==> src/rtl/aes_core_arbiter.sv <==
// Round-robin arbiter sharing one AES-128 core between NUM_REQ requesters.
// Optional WAIT watchdog enabled with `define AES_ARB_TIMEOUT_EN.
module aes_core_arbiter #(
    parameter int NUM_REQ        = 4,
    parameter int ID_W           = 2,
    parameter int TIMEOUT_CYCLES = 64
) (
    input  logic                   clk,
    input  logic                   rst,
    input  logic [NUM_REQ-1:0]     req_valid,
    output logic [NUM_REQ-1:0]     req_ready,
    input  logic [NUM_REQ*128-1:0] req_pt,
    input  logic [NUM_REQ*128-1:0] req_key,
    output logic                   core_start,
    output logic [127:0]           core_state,
    output logic [127:0]           core_key,
    input  logic                   core_done,
    input  logic [127:0]           core_out,
    output logic                   rsp_valid,
    input  logic                   rsp_ready,
    output logic [ID_W-1:0]        rsp_id,
    output logic [127:0]           rsp_ct,
    output logic                   rsp_err,
    output logic                   busy
);

    if (ID_W != $clog2(NUM_REQ)) begin : g_bad_id_w
        $error("ID_W must equal clog2(NUM_REQ)");
    end
    if (TIMEOUT_CYCLES < 1) begin : g_bad_timeout
        $error("TIMEOUT_CYCLES must be positive");
    end

    typedef enum logic [1:0] {IDLE, ISSUE, WAIT, RESP} state_t;

    state_t          state_q, state_d;
    logic [ID_W-1:0] ptr_q, ptr_d;
    logic [ID_W-1:0] id_q, id_d;
    logic [127:0]    pt_q, pt_d;
    logic [127:0]    key_q, key_d;
    logic [127:0]    ct_q, ct_d;

`ifdef AES_ARB_TIMEOUT_EN
    localparam int CNT_W = $clog2(TIMEOUT_CYCLES) + 1;
    logic [CNT_W-1:0] cnt_q, cnt_d;
    logic             err_q, err_d;
`endif

    logic [NUM_REQ-1:0] grant;
    logic [ID_W-1:0]    win_id;
    logic               win_vld;

    // Walk downwards so the closest set bit at or after ptr is the one that sticks.
    always_comb begin
        grant   = '0;
        win_id  = '0;
        win_vld = 1'b0;
        for (int k = NUM_REQ - 1; k >= 0; k--) begin
            if (req_valid[(int'(ptr_q) + k) % NUM_REQ]) begin
                win_vld = 1'b1;
                win_id  = ID_W'((int'(ptr_q) + k) % NUM_REQ);
            end
        end
        if (win_vld) grant[win_id] = 1'b1;
    end

    always_comb begin
        state_d   = state_q;
        ptr_d     = ptr_q;
        id_d      = id_q;
        pt_d      = pt_q;
        key_d     = key_q;
        ct_d      = ct_q;
        req_ready = '0;
`ifdef AES_ARB_TIMEOUT_EN
        cnt_d     = cnt_q;
        err_d     = err_q;
`endif
        case (state_q)
            IDLE: begin
                if (!rst) req_ready = grant;
                if (win_vld) begin
                    pt_d    = req_pt[int'(win_id)*128 +: 128];
                    key_d   = req_key[int'(win_id)*128 +: 128];
                    id_d    = win_id;
                    state_d = ISSUE;
                end
            end
            ISSUE: begin
                state_d = WAIT;
`ifdef AES_ARB_TIMEOUT_EN
                cnt_d   = '0;
`endif
            end
            WAIT: begin
                if (core_done) begin
                    ct_d    = core_out;
                    state_d = RESP;
`ifdef AES_ARB_TIMEOUT_EN
                    err_d   = 1'b0;
                end else if (cnt_q == CNT_W'(TIMEOUT_CYCLES - 1)) begin
                    ct_d    = '0;
                    err_d   = 1'b1;
                    state_d = RESP;
                end else begin
                    cnt_d   = cnt_q + 1'b1;
`endif
                end
            end
            RESP: begin
                if (rsp_ready) begin
                    ptr_d   = (int'(id_q) == NUM_REQ - 1) ? '0 : id_q + 1'b1;
                    state_d = IDLE;
                end
            end
            default: state_d = IDLE;
        endcase
    end

    always_ff @(posedge clk) begin
        if (rst) begin
            state_q <= IDLE;
            ptr_q   <= '0;
            id_q    <= '0;
            pt_q    <= '0;
            key_q   <= '0;
            ct_q    <= '0;
`ifdef AES_ARB_TIMEOUT_EN
            cnt_q   <= '0;
            err_q   <= 1'b0;
`endif
        end else begin
            state_q <= state_d;
            ptr_q   <= ptr_d;
            id_q    <= id_d;
            pt_q    <= pt_d;
            key_q   <= key_d;
            ct_q    <= ct_d;
`ifdef AES_ARB_TIMEOUT_EN
            cnt_q   <= cnt_d;
            err_q   <= err_d;
`endif
        end
    end

    assign core_start = (state_q == ISSUE);
    assign core_state = pt_q;
    assign core_key   = key_q;
    assign rsp_valid  = (state_q == RESP);
    assign rsp_id     = id_q;
    assign rsp_ct     = ct_q;
    assign busy       = (state_q != IDLE);
`ifdef AES_ARB_TIMEOUT_EN
    assign rsp_err    = err_q;
`else
    assign rsp_err    = 1'b0;
`endif

endmodule

==> config.mk <==
export PLATFORM = sky130hd
export DESIGN_NAME = aes_core_arbiter
export DESIGN_NICKNAME = d
export VERILOG_FILES = /design/src/rtl/aes_core_arbiter.sv
export SDC_FILE = /design/constraint.sdc
export NUM_CORES = 1
export LEC_CHECK = 0
export CAP_MARGIN = 25
export CORE_AREA = 2 2 611 613
export DETAILED_ROUTE_END_ITERATION = 6
export DIE_AREA = 0 0 613 615
export GPL_TIMING_DRIVEN = 0
export MAX_ROUTING_LAYER = met4
export PLACE_DENSITY = 0.35
export SYNTH_ARGS = -nofsm -noshare
export SYNTH_HDL_FRONTEND = slang
export SYNTH_SLANG_ARGS = --single-unit
export TNS_END_PERCENT = 1
==> constraint.sdc <==
create_clock -name clk -period 4.28 [get_ports clk]
set_input_delay 0.428 -clock clk [delete_from_list [all_inputs] [get_ports clk]]
set_output_delay 0.428 -clock clk [all_outputs]
set_load 0.05 [all_outputs]
---- Word-level counts from Yosys, hierarchy flattened ----
Cells that the tools add are included.
cells by class
  $mul .................................... 0
  $lt $le $gt $ge ......................... 6
  reduce and logical (&&, ||, !) cells .... 10
  div/mod/pow operators ................... 0
  bitwise operators ....................... 3
  add/sub/neg operators ................... 4
  shift operators ......................... 2
  eq/ne operators ......................... 7
  mux-type cells .......................... 29
operators by type and width
  operator                                                            count
  indexed part select 512 x 10 -> 128 bit                             2
  two-way mux 2 bit                                                   8
  < comparator 3 x 4 -> 1 bit (second input constant)                 3
  two-way mux 1 bit                                                   12
  two-way mux 4 bit                                                   3
  binary-select mux 1 bit (select 2 bit)                              4
  one-hot mux 2 bit (4 select lines)                                  1
  < comparator 2 x 3 -> 1 bit (second input constant)                 2
  AND reduction 2 bit                                                 3
  OR reduction 2 bit                                                  3
  adder 2 x 1 -> 2 bit (second input constant)                        2
  adder 2 bit (second input constant)                                 2
  equality test 2 x 1 -> 1 bit (second input constant)                2
  equality test 2 bit (second input constant)                         2
  != test 2 bit (second input constant)                               2
  AND 1 bit (first input constant)                                    3
  AND reduction 3 bit                                                 1
  demux 1 bit (select 2 bit)                                          1
  greater-or-equal comparator 2 x 1 -> 1 bit (second input constant)  1
  zero test 2 bit                                                     1
  != test 2 x 1 -> 1 bit (second input constant)                      1
  nonzero test 2 bit                                                  1
  logical AND 1 bit                                                   1
storage, ports and cells
  logic and storage cells ................. 67
  memories ................................ 0
  RAM bits ................................ 0
  latch bits .............................. 0
  input bits .............................. 1160
  bits in read-only memories .............. 0
  register bits ........................... 390
  output and inout bits ................... 394

---- Logic depth before layout (Yosys ltp) ----
Gate-level depths: netlist of the first run.
  depth after elaboration ................. 17
  gate-level depth with buffers ........... 8
  gate-level depth less buffers ........... 6

---- Worst setup path before layout of the first run ----
Ideal clock, no wire load.
  kind .................................... input-to-output
  start point ............................. in req_valid[2]
  end point ............................... out req_ready[1]
  stages .................................. 6
  data required time ...................... 3.852 ns
  path buffers ............................ 4
  arrival ................................. 3.642 ns
  path slack .............................. 0.210 ns
  cells stage by stage .................... buf_6 a21o_1 clkbuf_1 buf_2 buf_2 a2111oi_0
on the way
  longest elaborated chain between the ends .. 14
  elaborated cells on any way between the ends .. 27
  classes of those cells .................. 2 x order compare; 24 x mux; 1 x reduce/logical
RTL lines
  element                                                                                                                 line  source
  start: declaration                                                                                                      10    input logic [NUM_REQ-1:0] req_valid,
  binary-select mux 1 bit (select 2 bit)                                                                                  59    if (req_valid[(int'(ptr_q) + k) % NUM_REQ]) begin
  two-way mux 1 bit (implied by the code) (2 in a row)                                                                    59
  two-way mux 2 bit (4 in a row)                                                                                          59
  < comparator 2 x 3 -> 1 bit (implied by the code) / greater-or-equal comparator 2 x 1 -> 1 bit (equally long branches)  64    if (win_vld) grant[win_id] = 1'b1;
  logical AND 1 bit (implied by the code)                                                                                 64
  two-way mux 1 bit (implied by the code)                                                                                 64
  demux 1 bit (select 2 bit)                                                                                              64
  two-way mux 4 bit *                                                                                                     64
  two-way mux 4 bit *                                                                                                     81    if (!rst) req_ready = grant;
  two-way mux 4 bit *                                                                                                     79    case (state_q)
  end: declaration                                                                                                        11    output logic [NUM_REQ-1:0] req_ready,
Mark *: on every way between the ends. The rest lies on a longest branch, timed or not. The select of a mux whose other input is x is not followed.

---- Worst setup path after layout of the first run ----
  start point ............................. reg state_q[0]
  end point ............................... out req_ready[3]
on the way
  longest elaborated chain between the ends .. 2
RTL lines
  element                   line  source
  start: declaration        36    state_t state_q, state_d;
  start signal: assignment  133   state_q <= state_d;
  zero test 2 bit           79
  two-way mux 4 bit         79
Every way passes these cells.

==> results by stage, run 1 <==
Critical path:
- The class of the most critical setup path is reg -> out.
- The arrival time at the worst endpoint is roughly 3.5 ns.
- The worst setup path is captured at an output pin.
- The maximum net fanout on the critical path is 10.
- The endpoint of the worst register-to-register path is core_key[96]$_SDFFE_PP0P_.
- The nature of the critical path startpoint is a flip-flop.
- Counting cells, the worst reg-to-reg path comes to 8.
- In this run the critical register-to-register path is launched from ptr_q[1]$_SDFFE_PP0P_.
- The startpoint of the most critical setup path is state_q[0]$_SDFFE_PP0P_.
- The endpoint of the most critical setup path is req_ready[3].
- The worst reg-to-reg setup slack is 0.66 ns.
- The critical path required time is 3.85 ns.

Global route:
- The total overflow left after global routing is 0.
- Entering global routing, the biggest net connects 20 pins.
- Global routing used 5.489% of the available met3 tracks.
- For met1 alone, demand over resource in global routing was 20.97%.
- The global-route usage over all layers is 17.64%.
- The first global-routing pass estimated 411900 um of wire.
- The via count of the first global-routing pass came to 33790.
- The number of antenna violations at the first check in global routing is 191.
- The most heavily used metal layer in global routing is met2.
- The met2 capacity usage during global routing is between 20% and 30%.

Status:
- The flow ran to the end, but the final reports show violations.
- The final reports fail on slew limit.

Floorplanning:
- After floorplanning, the core was sized to cover 370800 um^2.
- The number of core rows is about 220.
- The chip height is a little over 600 um.
- The floorplan step defined a die boundary enclosing between 300000 and 400000 um^2.
- The count of boundary I/O pins is about 1600.
- The initial utilization of the core area, before any placement, comes to 6.369%.
- Measured along the x axis, the die boundary spans 613 um.

Min path:
- The worst min-delay path category is in -> reg.

Synth:
- The count of synthesis-stage warnings from yosys is 0.
- For this run, asynchronously set or reset flops after synthesis account for 0%.
- The number of storage elements in the synthesis netlist is 390.
- In this run, distinct cell masters in the synthesized netlist total 37.
- The cell area after synthesis is around 24000 um^2.
- The most common flop cell mapped by yosys is sky130_fd_sc_hd__dfxtp_1.
- The number of synthesized flops with an enable pin is 0.
- The number of nets produced by synthesis is 4213.
- Averaged over all synthesized cells, the footprint is 7.748 um^2.
- The share of the Yosys chip area taken by registers is 33.06%.
- The gate count of the mapped netlist is between 3000 and 4000.

Clock tree:
- The longest clock path from root to sink contains 3 buffers.
- The buffer cell driving the clock tree root is sky130_fd_sc_hd__clkbuf_16.
- The number of clock buffers inserted by TritonCTS is 61.
- Counting every sink on the clock net gives 390.
- The maximum level of the CTS H-tree is 2.
- The TritonCTS clock tree is done.
- The later pin in the worst-skew pair is clocked with a latency of 0.81 ns.
- After clock tree synthesis, the clock-pin slew on the worst setup and hold paths is around 0.070 ns.
- After clock tree synthesis, the flow added hold-fix buffers numbering 0.

Timing:
- Of the available clock period, the critical path in the final layout requires 92.61%.
- The highest achievable clock rate is 252.3 MHz.
- For the pin with the worst max-slew slack, the measured transition is 1.788 ns.
- Measured against its own limit, the worst slew margin works out to -19.19%.
- The final hold violation count is 0.
- Setup repair after global routing left no endpoint under its margin.
- Setup total negative slack on the finished layout was measured at 0 ns.
- The worst path setup slack after routing is 0.3164 ns.
- For the final database, setup skew stands at 0.09324 ns.
- The final count of pins violating max slew is 2.
- The worst path needs 3.964 ns of the cycle, external delays included.
- Setup violations remaining at the end of the flow were counted as 0.

Pwr:
- The worst ir drop on vdd is 0.0003277 V.
- The static leakage is 0.01623 uW.
- Dividing total power by cell area gives a power density of 581.6 nW/um^2.

Drt:
- Dividing the detail-routed wire length by the instance count gives roughly 34 um.
- The iteration-0 DRC count of the detailed router is approximately 2500.
- In the routed design, unresolved DRC markers number 0.
- The vias per cell is approximately 3.5.
- Detailed routing inserted a total of ~34000 vias.
- The total wirelength of the detailed-routed design is 336900 um.
- The total iterations of the first detailed-routing run is 5.
- The count of nets left with antenna violations once routing finished came out at 0.

Final layout:
- The multi-input combinational cells in the finished layout cover a total of 13910 um^2.
- Leaving out fill and tap cells, the most frequent cells in the layout are 1542 x sky130_fd_sc_hd__clkdlybuf4s50_1, 701 x sky130_fd_sc_hd__a211oi_1, 519 x sky130_fd_sc_hd__nand2_1.
- The filler-free cell count of the finished design is between 9000 and 10000.
- Of the cells placed in the final design, the portion with a size suffix greater than 1 is 8.644%.
- The register area is 7807 um^2.
- Counting the fill cells in the layout gives 42490.
- The post-layout net count is 5867.
- From synthesis to final layout, the design area changed by 106.2%.
- The library cell used most frequently in the layout, excluding fill and tap cells, is sky130_fd_sc_hd__clkdlybuf4s50_1.

Place:
- The quantity of I/O buffers inserted on ports is between 1500 and 2000.
- The half-perimeter wire length after placement is around 300000 um.
- The number of placed cells counting well taps is around 9600.
- The placer's final routability congestion estimate is 0.9629.
- Timing analysis after detailed placement gives a worst setup slack of -0.2603 ns.

Job:
- The tool flagged a number of max-cap violations equal to 0.
power by group:
| part | switching (uW) | total, uW | internal, uW |
|---|---|---|---|
| Clock | 2370 | 5730 | 3360 |
| Combinational | 11800 | 17000 | 5210 |
| Sequential | 794 | 5610 | 4810 |
| Total | 14900 | 28300 | 13400 |
cell usage after synthesis (all sizes together) (2+ instances only):
cell type / instances / area (um^2)
nor2b: 6 / 37.54
nand3: 2 / 10.01
o311ai: 2 / 52.55
a211oi: 768 / 6046
ha: 5 / 62.56
nand2b: 2 / 12.51
buf: 178 / 1045
dfxtp: 390 / 7807
o21ai: 3 / 22.52
nand2: 519 / 1948
a32oi: 256 / 2242
or3: 2 / 22.52
o21bai: 2 / 15.01
clkbuf: 239 / 897.1
and3: 256 / 1602
nor3: 5 / 25.02
o21a: 2 / 15.01
a21oi: 133 / 665.6
nor2: 262 / 983.4
inv: 5 / 18.76
flip-flops by register name, indices dropped and copies added (netlist names):
name,flops
rsp_ct,128
ptr_q,2
core_key,128
rsp_id,2
core_state,128
state_q,2
cell type report:
class,count,share of cell area (%)
sequential,390,16.03
antenna,118,0.6063
tap,4972,12.77
multi-input combinational,2236,28.57
clock inverter,34,0.9840
buffer,416,4.021
inverter,5,0.03854
clock buffer,82,3.584
timing repair buffer,1592,33.40
kinds of logic (layout without fill, tap and decap cells):
logic type | Yosys count | in the layout | synth area share, %
flip-flops | 390 | 390 | 33.06
buffers and inverters | 422 | 2129 | 8.302
adder cells (fa/ha/maj) | 5 | 5 | 0.2649
other | 1 | 119 | 0.01588
AND/OR/NAND/NOR | 1059 | 1059 | 19.81
AO/OA/AOI/OAI | 1170 | 1170 | 38.50
multiplexers | 1 | 1 | 0.04239
worst min path at each step:
stage | startpoint | end | depth (start not counted)
final | core_out[122] | rsp_ct[122]$_SDFFE_PP0P_ | 3
after global routing | core_out[42] | rsp_ct[42]$_SDFFE_PP0P_ | 3
after floorplan | state_q[0]$_SDFFE_PP0P_ | state_q[0]$_SDFFE_PP0P_ | 2
after detailed placement | rsp_ct[44]$_SDFFE_PP0P_ | rsp_ct[44]$_SDFFE_PP0P_ | 2
after global placement | rsp_ct[39]$_SDFFE_PP0P_ | rsp_ct[39]$_SDFFE_PP0P_ | 2
after CTS | core_out[122] | rsp_ct[122]$_SDFFE_PP0P_ | 3
metrics by stage:
step / cell area, um^2 / util, % / hold slack, ns / total power (uW)
floorplan: 23620 / - / 0.5081 / 14070
global placement: 45360 / 12.23 / 0.4476 / 22590
detailed placement: 46160 / 12.45 / 0.4470 / 23010
global route: 48660 / 13.12 / 0.1503 / 29580
CTS: 48400 / 13.05 / 0.07058 / 28940
finish: 48700 / 13.13 / 0.1807 / 28320
worst max-delay path: stages (launching register included):
cell and delay (ns):
sky130_fd_sc_hd__dfxtp_1 0.38, sky130_fd_sc_hd__inv_1 0.08, sky130_fd_sc_hd__ha_1 0.33, sky130_fd_sc_hd__o21ai_2 0.10
sky130_fd_sc_hd__buf_4 0.39, sky130_fd_sc_hd__buf_6 0.28, sky130_fd_sc_hd__buf_2 0.33, sky130_fd_sc_hd__nor3_1 0.10
sky130_fd_sc_hd__clkdlybuf4s50_1 0.56, sky130_fd_sc_hd__buf_16 0.20
repair_timing:
action | in CTS | in global routing
setup buffers | 1 | 0
gates resized for setup | 5 | 0
endpoints found under the hold margin | 0 | 0
endpoints found under the setup margin | 4 | 0
routing by layer:
metal | vias to the layer above | wire (um)
li1 | 15110 | -
met1 | 16930 | 146600
met2 | 1676 | 159900
met3 | 279 | 22900
met4 | 0 | 7435
met5 | - | 0
Power figures use the tool's default switching activity.
==> inputs of run 2 (changes only) <==
--- a/config.mk
+++ b/config.mk
@@ -6,9 +6,10 @@
 export NUM_CORES = 1
 export LEC_CHECK = 0
 export CAP_MARGIN = 25
-export CORE_AREA = 2 2 611 613
+export CORE_AREA = 2 2 604 606
+export CTS_BUF_LIST = sky130_fd_sc_hd__clkbuf_8
 export DETAILED_ROUTE_END_ITERATION = 6
-export DIE_AREA = 0 0 613 615
+export DIE_AREA = 0 0 606 608
 export GPL_TIMING_DRIVEN = 0
 export MAX_ROUTING_LAYER = met4
 export PLACE_DENSITY = 0.35
==> run 2 against run 1 <==
Against the previous run: the flow now finishes without violations; first-iteration DRC count increased by 1.1%; sequential cell count unchanged; die area decreased by 2.3%; cell count about the same; non-clock buffer count increased by 81; clock power decreased by 7.7%; core utilization increased by 0.55 points; worst setup slack got worse by 0.12 ns; hold slack got worse by 0.042 ns; sequential share of layout area decreased by 0.25 points; via count increased by 2.4%.
==> results by stage, run 2 (synthesized netlist as in run 1, its figures left out) <==
Final layout:
- The proportion of layout cells with a drive suffix above 1 is 9.450% (was 8.644%).
- The post-layout net count is 5985 (was 5867).
- The layout-stage area growth over the synthesis result is 109.5% (was 106.2%).
- The filler-free cell count of the finished design is 9838 (was 9845).
- The end-of-flow core utilization is 13.68% (was 13.13%).
- The number of inserted filler cells in the final layout was 41420 (was 42490).
- Most used cells in the layout excluding fill and tap cells: 1546 x sky130_fd_sc_hd__clkdlybuf4s50_1, 702 x sky130_fd_sc_hd__a211oi_1, 519 x sky130_fd_sc_hd__nand2_1 (was 1542 x sky130_fd_sc_hd__clkdlybuf4s50_1, 701 x sky130_fd_sc_hd__a211oi_1, 519 x sky130_fd_sc_hd__nand2_1).
- The leading cell type in the layout, fill and taps excluded is sky130_fd_sc_hd__clkdlybuf4s50_1 (unchanged).

Job:
- The reported max-cap violation count is 0 (unchanged).

Critical path:
- The maximum net fanout on the critical path is 10 (unchanged).
- The capturing element type of the critical path was an output pin (unchanged).
- The startpoint of the most critical setup path is ptr_q[0]$_SDFFE_PP0P_ (was state_q[0]$_SDFFE_PP0P_).
- The category of cells accounting for the largest share of critical-path delay is buffers and inverters (unchanged).
- The class of the most critical setup path is reg -> out (unchanged).
- Cells along the critical path: nor2b_1 -> o311ai_4 -> clkbuf_2 -> nand2_1 -> nor3_2 -> dlygate4sd2_1 (was inv_1 -> ha_1 -> o21ai_2 -> buf_4 -> buf_6 -> buf_2 -> nor3_1 -> clkdlybuf4s50_1 -> buf_16).
- The nature of the critical path startpoint was a flip-flop (unchanged).
- The depth of the most critical reg-to-reg path is 8 (unchanged).
- The standard cell with the maximum stage delay on the critical path is sky130_fd_sc_hd__dlygate4sd2_1 (was sky130_fd_sc_hd__clkdlybuf4s50_1).
- The sum of buffers and inverters on the critical path is 2 (was 6).
- The delay contributed by the slowest stage of the critical path is 0.62 ns (was 0.56 ns).
- The instance count on the critical path is 6 (was 9).
- The critical path required time came to 3.85 ns (about the same).
- The launch point of the worst reg-to-reg path is ptr_q[1]$_SDFFE_PP0P_ (unchanged).
- The arrival time at the worst endpoint is 3.66 ns (was 3.54 ns).

Clock tree:
- The total clock sinks is 390 (unchanged).
- The buffer cell driving the clock tree root is sky130_fd_sc_hd__clkbuf_8 (was sky130_fd_sc_hd__clkbuf_16).
- The buffer levels on the longest clock path is 4 (was 3).
- The maximum level of the CTS H-tree is 3 (was 2).
- The clock network latency to the later pin of the worst-skew pair is 0.97 ns (was 0.81 ns).
- The TritonCTS clock tree is done (unchanged).
- The number of clock buffers inserted by TritonCTS was 98 (was 61).
- The clock-pin transition on the worst setup and hold timing paths is 0.06 ns (was 0.07 ns).

Timing:
- The worst clock skew is 0.1016 ns (was 0.09324 ns).
- The final count of pins violating max slew is 0 (was 2).
- The minimum clock period is 4.086 ns (was 3.964 ns).
- RSZ-0062 raised after global routing: no (unchanged).
- The worst path setup slack after routing was 0.1937 ns (was 0.3164 ns).
- The remaining max-slew budget at the tightest pin is 7.999% (was -19.19%).
- The highest achievable clock rate is 244.7 MHz (was 252.3 MHz).
- The slew of the pin with the lowest slew margin is 1.380 ns (was 1.788 ns).
- The total of endpoints with negative setup slack in the final report is 0 (unchanged).
- The fraction of the cycle the final worst path needs is 95.47% (was 92.61%).
- The final hold violation count came to 0 (unchanged).

Floorplanning:
- The chip height was 608 um (was 615 um).
- The width of the die is 606 um (was 613 um).
- The core box area is 361700 um^2 (was 370800 um^2).
- The number of core rows was 221 (was 224).
- The count of boundary I/O pins is 1554 (unchanged).
- The area of the die is 368400 um^2 (was 377000 um^2).
- The effective utilization at floorplan is 6.529% (was 6.369%).

Global route:
- The met3 usage is 5.805% (was 5.489%).
- The pin count of the biggest net entering global routing is 20 (unchanged).
- The number of antenna violations at the first check in global routing is 230 (was 191).
- The met2 capacity usage during global routing is 31.09% (was 29.07%).
- The global-route usage over all layers is 18.63% (was 17.64%).
- The global-route wire length before repair was 424600 um (was 411900 um).
- The remaining global-route overflow is 0 (unchanged).
- The most heavily used metal layer in global routing was met2 (unchanged).
- The via count of the first global-routing pass is 34360 (was 33790).
- The global routing usage on met1 is 21.98% (was 20.97%).

Pwr:
- The switching component of the power is 15160 uW (was 14940 uW).
- The part of the power in registers is 19.9% (was 19.8%).
- The total power divided by cell area is 573.2 nW/um^2 (was 581.6 nW/um^2).
- The total internal power was 13200 uW (was 13390 uW).
- The proportion of total power due to net switching is 53.44% (was 52.74%).
- The total power is 28360 uW (was 28320 uW).
- The combinational share of power is 61.5% (was 60.0%).
- The worst ir drop on vdd is 0.0002266 V (was 0.0003277 V).
- The static leakage is 0.01674 uW (was 0.01623 uW).
- The share of power burned in the clock network is 18.7% (was 20.2%).

Drt:
- The final routed wire length divided by cell count was 35.35 um (was 34.22 um).
- The vias per cell is 3.539 (was 3.453).
- The total wirelength of the detailed-routed design is 347700 um (was 336900 um).
- The iteration-0 DRC count of the detailed router was 2568 (was 2540).
- The number of routed nets with antenna violations is 0 (unchanged).
- The post-route DRC violation count is 0 (unchanged).
- The via count was 34820 (was 34000).
- The total iterations of the first detailed-routing run is 5 (unchanged).

Place:
- The quantity of I/O buffers inserted on ports was 1551 (unchanged).
- The half-perimeter wire length after placement is 309600 um (was 300900 um).
- The number of placed cells counting well taps is 9451 (was 9610).
- The worst-case setup slack after placement is -0.3066 ns (was -0.2603 ns).
- The placer's final routability congestion estimate came to 0.9277 (was 0.9629).

Status:
- Result of the run: complete, no violations (was complete, but fails checks).

Min path:
- The number of cells traversed by the worst hold path was 3 (unchanged).
- The worst min-delay path category is in -> reg (unchanged).
- The origin of the worst min-delay path is core_out[52] (was core_out[122]).
[run 2: tightest hold or removal path, cell delays in order]
cell	delay, ns
sky130_fd_sc_hd__clkdlybuf4s50_1	0.41
sky130_fd_sc_hd__nand2_1	0.10
sky130_fd_sc_hd__a21oi_1	0.07
[run 2: cell type report]
| class | count | area (um^2) | area share (%) |
|---|---|---|---|
| timing repair buffer | 1673 | 17330 | 35.03 |
| clock inverter | 46 | 375.4 | 0.7586 |
| sequential | 390 | 7807 | 15.78 |
| antenna | 155 | 387.9 | 0.7839 |
| tap | 4794 | 5998 | 12.12 |
| buffer | 416 | 1954 | 3.950 |
| inverter | 5 | 18.77 | 0.03793 |
| clock buffer | 123 | 1693 | 3.421 |
| multi-input combinational | 2236 | 13910 | 28.11 |
[run 2: stage by stage]
stage / cell area, um^2 / setup TNS, ns / hold WS (ns)
after floorplan: 23620 / 0 / 0.5081
after global placement: 45140 / -51.48 / 0.4483
after detailed placement: 46380 / -1.421 / 0.4498
after CTS: 49090 / 0 / 0.0002677
after global routing: 49420 / 0 / 0.05958
final: 49480 / 0 / 0.1384
[run 2: power by group through the flow]
stage / Sequential, uW / Combinational, uW / Clock, uW
floorplan: 9370 / 4700 / 0
global placement: 5660 / 17100 / 0
detailed placement: 5690 / 17700 / 0
CTS: 5640 / 17800 / 5520
global route: 5760 / 18300 / 5620
finish: 5640 / 17400 / 5290
[run 2: final timing paths]
check | to | slack, ns
setup / recovery | req_ready[2] | 0.19
hold / removal | rsp_ct[52]$_SDFFE_PP0P_ | 0.14
setup reg to reg | core_key[87]$_SDFFE_PP0P_ | 0.92
hold reg to reg | rsp_ct[31]$_SDFFE_PP0P_ | 0.46
[run 2: layer usage]
metal / vias up / part of all wire [%]
met3: 320 / 7.2
li1: 15410 / -
met5: - / 0
met1: 17420 / 43
met2: 1666 / 48
met4: 0 / 2.0
[run 2: what timing repair did]
action	4_1_cts	5_1_grt
hold buffers	62	0
endpoints found under the hold margin	62	0
setup buffers	2	0
gates resized for setup	7	0
setup endpoints to repair	4	0
